<file path="src/rtl/vga_sync_gen.sv">
// 640x480@60 VGA timing generator: pixel-strobe driven h/v counters with decoded sync, coordinates and flags.
// Define VGA_SYNC_FRAME_CNT_EN to add the 16-bit o_frame counter port.
module vga_sync_gen #(
  parameter int unsigned H_ACTIVE = 640,
  parameter int unsigned H_FP     = 16,
  parameter int unsigned H_SYNC   = 96,
  parameter int unsigned H_BP     = 48,
  parameter int unsigned V_ACTIVE = 480,
  parameter int unsigned V_FP     = 10,
  parameter int unsigned V_SYNC   = 2,
  parameter int unsigned V_BP     = 33
) (
  input  logic       i_clk,
  input  logic       i_rst_n,
  input  logic       i_pix_stb,
  output logic       o_hs,
  output logic       o_vs,
  output logic [9:0] o_x,
  output logic [8:0] o_y,
  output logic       o_active,
  output logic       o_blanking,
  output logic       o_animate
`ifdef VGA_SYNC_FRAME_CNT_EN
  ,
  output logic [15:0] o_frame
`endif
);

  localparam int unsigned CNT_W    = 10;
  localparam int unsigned X_W      = 10;
  localparam int unsigned Y_W      = 9;
  localparam int unsigned FRAME_W  = 16;
  localparam int unsigned H_TOTAL  = H_ACTIVE + H_FP + H_SYNC + H_BP;
  localparam int unsigned V_TOTAL  = V_ACTIVE + V_FP + V_SYNC + V_BP;
  localparam int unsigned HS_START = H_ACTIVE + H_FP;
  localparam int unsigned HS_END   = HS_START + H_SYNC;
  localparam int unsigned VS_START = V_ACTIVE + V_FP;
  localparam int unsigned VS_END   = VS_START + V_SYNC;

  logic [CNT_W-1:0] h_cnt;
  logic [CNT_W-1:0] v_cnt;
  logic             h_last;
  logic             v_last;
  logic             h_vis;
  logic             v_vis;
  logic             last_px;

  always_comb begin
    h_last  = (h_cnt == CNT_W'(H_TOTAL - 1));
    v_last  = (v_cnt == CNT_W'(V_TOTAL - 1));
    h_vis   = (h_cnt < CNT_W'(H_ACTIVE));
    v_vis   = (v_cnt < CNT_W'(V_ACTIVE));
    last_px = (h_cnt == CNT_W'(H_ACTIVE - 1)) && (v_cnt == CNT_W'(V_ACTIVE - 1));
  end

  // Counters advance only on pixel strobes; reset dominates the strobe.
  always_ff @(posedge i_clk) begin
    if (!i_rst_n) begin
      h_cnt <= '0;
      v_cnt <= '0;
    end else if (i_pix_stb) begin
      if (h_last) begin
        h_cnt <= '0;
        v_cnt <= v_last ? '0 : v_cnt + CNT_W'(1);
      end else begin
        h_cnt <= h_cnt + CNT_W'(1);
      end
    end
  end

  // Zero-latency decode; coordinates clamp to the last visible pixel during blanking.
  always_comb begin
    o_hs       = !((h_cnt >= CNT_W'(HS_START)) && (h_cnt < CNT_W'(HS_END)));
    o_vs       = !((v_cnt >= CNT_W'(VS_START)) && (v_cnt < CNT_W'(VS_END)));
    o_x        = h_vis ? X_W'(h_cnt) : X_W'(H_ACTIVE - 1);
    o_y        = v_vis ? v_cnt[Y_W-1:0] : Y_W'(V_ACTIVE - 1);
    o_active   = h_vis && v_vis;
    o_blanking = !(h_vis && v_vis);
    o_animate  = i_rst_n && i_pix_stb && last_px;
  end

`ifdef VGA_SYNC_FRAME_CNT_EN
  logic [FRAME_W-1:0] frame_cnt;

  always_ff @(posedge i_clk) begin
    if (!i_rst_n) begin
      frame_cnt <= '0;
    end else if (o_animate) begin
      frame_cnt <= frame_cnt + FRAME_W'(1);
    end
  end

  assign o_frame = frame_cnt;
`endif

endmodule

</file>
<file path="config.mk">
export PLATFORM = sky130hd
export DESIGN_NAME = vga_sync_gen
export DESIGN_NICKNAME = d
export VERILOG_FILES = /design/src/rtl/vga_sync_gen.sv
export SDC_FILE = /design/constraint.sdc
export NUM_CORES = 1
export LEC_CHECK = 0
export ABC_CLOCK_PERIOD_IN_PS = 1700
export CAP_MARGIN = 20
export CORE_UTILIZATION = 49
export DETAILED_ROUTE_END_ITERATION = 10
export GPL_TIMING_DRIVEN = 0
export PLACE_DENSITY = 0.81
export SLEW_MARGIN = 0
export SYNTH_ARGS = -nofsm -noshare
export SYNTH_HDL_FRONTEND = slang
export SYNTH_SLANG_ARGS = --single-unit
</file>
<file path="constraint.sdc">
create_clock -name i_clk -period 1.7 [get_ports i_clk]
set_input_delay 0.425 -clock i_clk [delete_from_list [all_inputs] [get_ports i_clk]]
set_output_delay 0.425 -clock i_clk [all_outputs]
set_load 0.1 [all_outputs]
</file>
==> flow_summary_export.csv <==
group,metric,value,unit
finish,final_cells,227,
synth,synth_cells,151,
die,ioPinCount,27,
global_routing,antenna_found_initial,0,
pwr,leakagePower,0.915,nW
finish,antenna_cells,0,
sta,setup_slack,-463,ps
synth,synth-simple-area-share,39.8,%
die,dieArea,2650,µm²
placement,placed_cells,205,
finish,final_nets,208,
finish,areaGrowthSynthToFinish,80.0,%
sta,clock_skew,2.45,ps
synth,synth_top_family_by_area,"simple AND/OR/NAND/NOR gates",
synth,synth_adder_area_share,4.17,%
finish,seq_area,447,µm²
finish,multi_input_area,962,µm²
sta,whs,516,ps
critical_path,criticalPathCategory,"reg -> out",
cts,cts.sinks,20,
global_routing,grt_pass1_vias,1290,
finish,fillers,50,
pwr,irDropWorstVdd,674,µV
sta,fmax,0.462,GHz
placement,place_hpwl,2170,µm
synth,synthMuxAreaShare,1.77,%
global_routing,grt_max_degree,11,
cts,cts_max_level,1,
finish,drive_gt1_share,53.8,%
sta,slew_viol_final,0,
critical_path,crit_arrival,1740,ps
pwr,fin_total_pwr,0.819,mW
cts,cts_tree,"built",
sta,hold_viol_final,0,
sta,rsz0062_at_grt,"yes",
critical_path,required,1270,ps
global_routing,grt-ovfl-total,0,
synth,yosysWarnings,0,
synth,mappedNetlistNets,158,
sta,relSlewSlack,58.7,%
finish,final_cell_mix,"buf_12, nor2_1, buf_4, dfxtp_4, nand4_1",
pwr,power_density,379,nW/µm²
die,row_count,17,
critical_path,crit_fanout,7,
placement,place_congestion,0.870,
hold_path,min_path_type,"in -> reg",
critical_path,worst_setup_path_end_kind,"output pin",
die,die_h,51.5,µm
synth,synth_area_per_cell,7.95,µm²
cts,postCtsHoldBufs,0,
drt,vias,1585,
global_routing,grt_pass1_wl,6080,µm
status,status,"finished, violations left",
synth,ys_seq_area_share,33.4,%
sta,min_period,2160,ps
drt,drtPass1Iterations,5,
finish,final_common_cell,"buf_12",
drt,antenna_left,0,
sta,worst_slew_pin_slew,615,ps
die,start_util,53.2,%
cts,worstSkewPairLatency,310,ps
placement,dpl_cell_area,1610,µm²
global_routing,grt_usage,30.6,%
placement,place_ws,-1580,ps
synth,synth.cell_area,1200,µm²
drt,via_per_inst,6.98,
die,fp.coreArea,2250,µm²
drt,post_drt_wl_per_cell,25.7,µm
status,violations,"setup timing",
drt,drc,0,
run,cap_violations,0,
finish,stdcell_area,2160,µm²
drt,drtIter0Drc,132,
synth,synthXorXnorAreaFrac,6.57,%
cts,root_buffer,"clkbuf_4",
synth,synth_compound_area_share,9.49,%
cts,clk_pin_slew,120,ps
critical_path,cp-start-kind,"register",
synth,synth.distinct_cells,37,
sta,fin_crit_sh,127,%
die,die_w,51.5,µm
placement,placement.io_buffers,26,
sta,setup_viol,29,
cts,clock_path_buffers,2,
sta,tns,-4640,ps
finish,fin_util,95.8,%
synth,ys_ff_latch,20,
cts,cts_buffers,3,
drt,drt_wl_total,5840,µm
synth_stat cells:
cell      count  area [µm²]
xnor2_1       5        43.8
nand3b_1      1        7.51
inv_1         9        33.8
xor2_1        4        35.0
clkbuf_1      1        3.75
or2_2         3        18.8
nor4_1        1        6.26
nand4_1       9        56.3
or4_1         3        22.5
nor2b_1       3        18.8
nor3_1        3        15.0
and2b_1       1        7.51
and3_2        1        7.51
o31ai_1       3        22.5
mux2_2        1        11.3
clkbuf_2      1        5.00
and3_1        5        31.3
a41oi_1       1        8.76
buf_2         3        15.0
o211ai_1      1        7.51
or3_1         4        25.0
dfxtp_1      20         400
and4bb_2      1        12.5
a21oi_1       5        25.0
nand4_4       1        21.3
and2_1        2        12.5
nor2_1       18        67.6
nor3b_1       1        7.51
nand3_1       6        30.0
ha_1          4        50.1
nand2b_1      9        56.3
a221o_1       2        20.0
o21ai_1       1        5.00
mux2i_1       1        10.0
o21ai_0       5        25.0
and4bb_1      1        12.5
nand2_1      11        41.3
metal layers:
metal | share of wire, % | up-vias | GRT usage [%]
met3 | 9.1 | 61 | 5.95
met2 | 48 | 167 | 57.6
met4 | 10 | 0 | 9.01
met1 | 33 | 722 | 34.1
met5 | 0 | - | 0
li1 | - | 635 | -
flip-flops by register name (all words and copies together), names as in the netlist:
name   flops
h_cnt     10
v_cnt     10
area by class of cell:
| class | count | area share [%] |
|---|---|---|
| Timing Repair Buffer | 46 | 29.5 |
| Clock buffer | 3 | 1.04 |
| Tap cell | 28 | 1.62 |
| Inverter | 9 | 1.74 |
| Multi-Input combinational cell | 118 | 44.6 |
| Sequential cell | 20 | 20.7 |
| Buffer | 3 | 0.869 |
critical path, cell delays in order (launching register included):
cell,delay [ps]
dfxtp_4,420
nand4_1,140
or4_4,460
nor3_4,220
buf_12,200
kinds of logic after synthesis:
logic type	after synthesis
flops	20
compound gates	18
xor+xnor	9
buf+inv	14
fa+ha+maj	4
simple gates	84
mux	2
path summary, 6_finish.rpt:
| kind | start | end | slack [ps] | cells past startpoint |
|---|---|---|---|---|
| setup / recovery | v_cnt[7]$_SDFFE_PN0P_ | o_animate | -460 | 4 |
| hold / removal | i_rst_n | v_cnt[1]$_SDFFE_PN0P_ | 520 | 3 |
| setup reg to reg | v_cnt[1]$_SDFFE_PN0P_ | v_cnt[4]$_SDFFE_PN0P_ | -250 | 6 |
| hold reg to reg | v_cnt[1]$_SDFFE_PN0P_ | v_cnt[1]$_SDFFE_PN0P_ | 580 | 2 |
where the power goes:
part | internal, mW | total [mW] | switching [mW] | leakage (nW)
sequential | 0.460 | 0.467 | 0.00685 | 0.173
combinational | 0.0375 | 0.114 | 0.0767 | 0.729
clock | 0.0828 | 0.238 | 0.155 | 0.0138
what timing repair did:
item / CTS / global route
cloned: 0 / 1
gates resized for setup: 216 / 55
hold endpoints to repair: 0 / 0
setup buffers: 13 / 10
setup endpoints to repair: 41 / 40
pin swaps: 4 / 10
No activity file was read; power rests on OpenSTA's default activity.
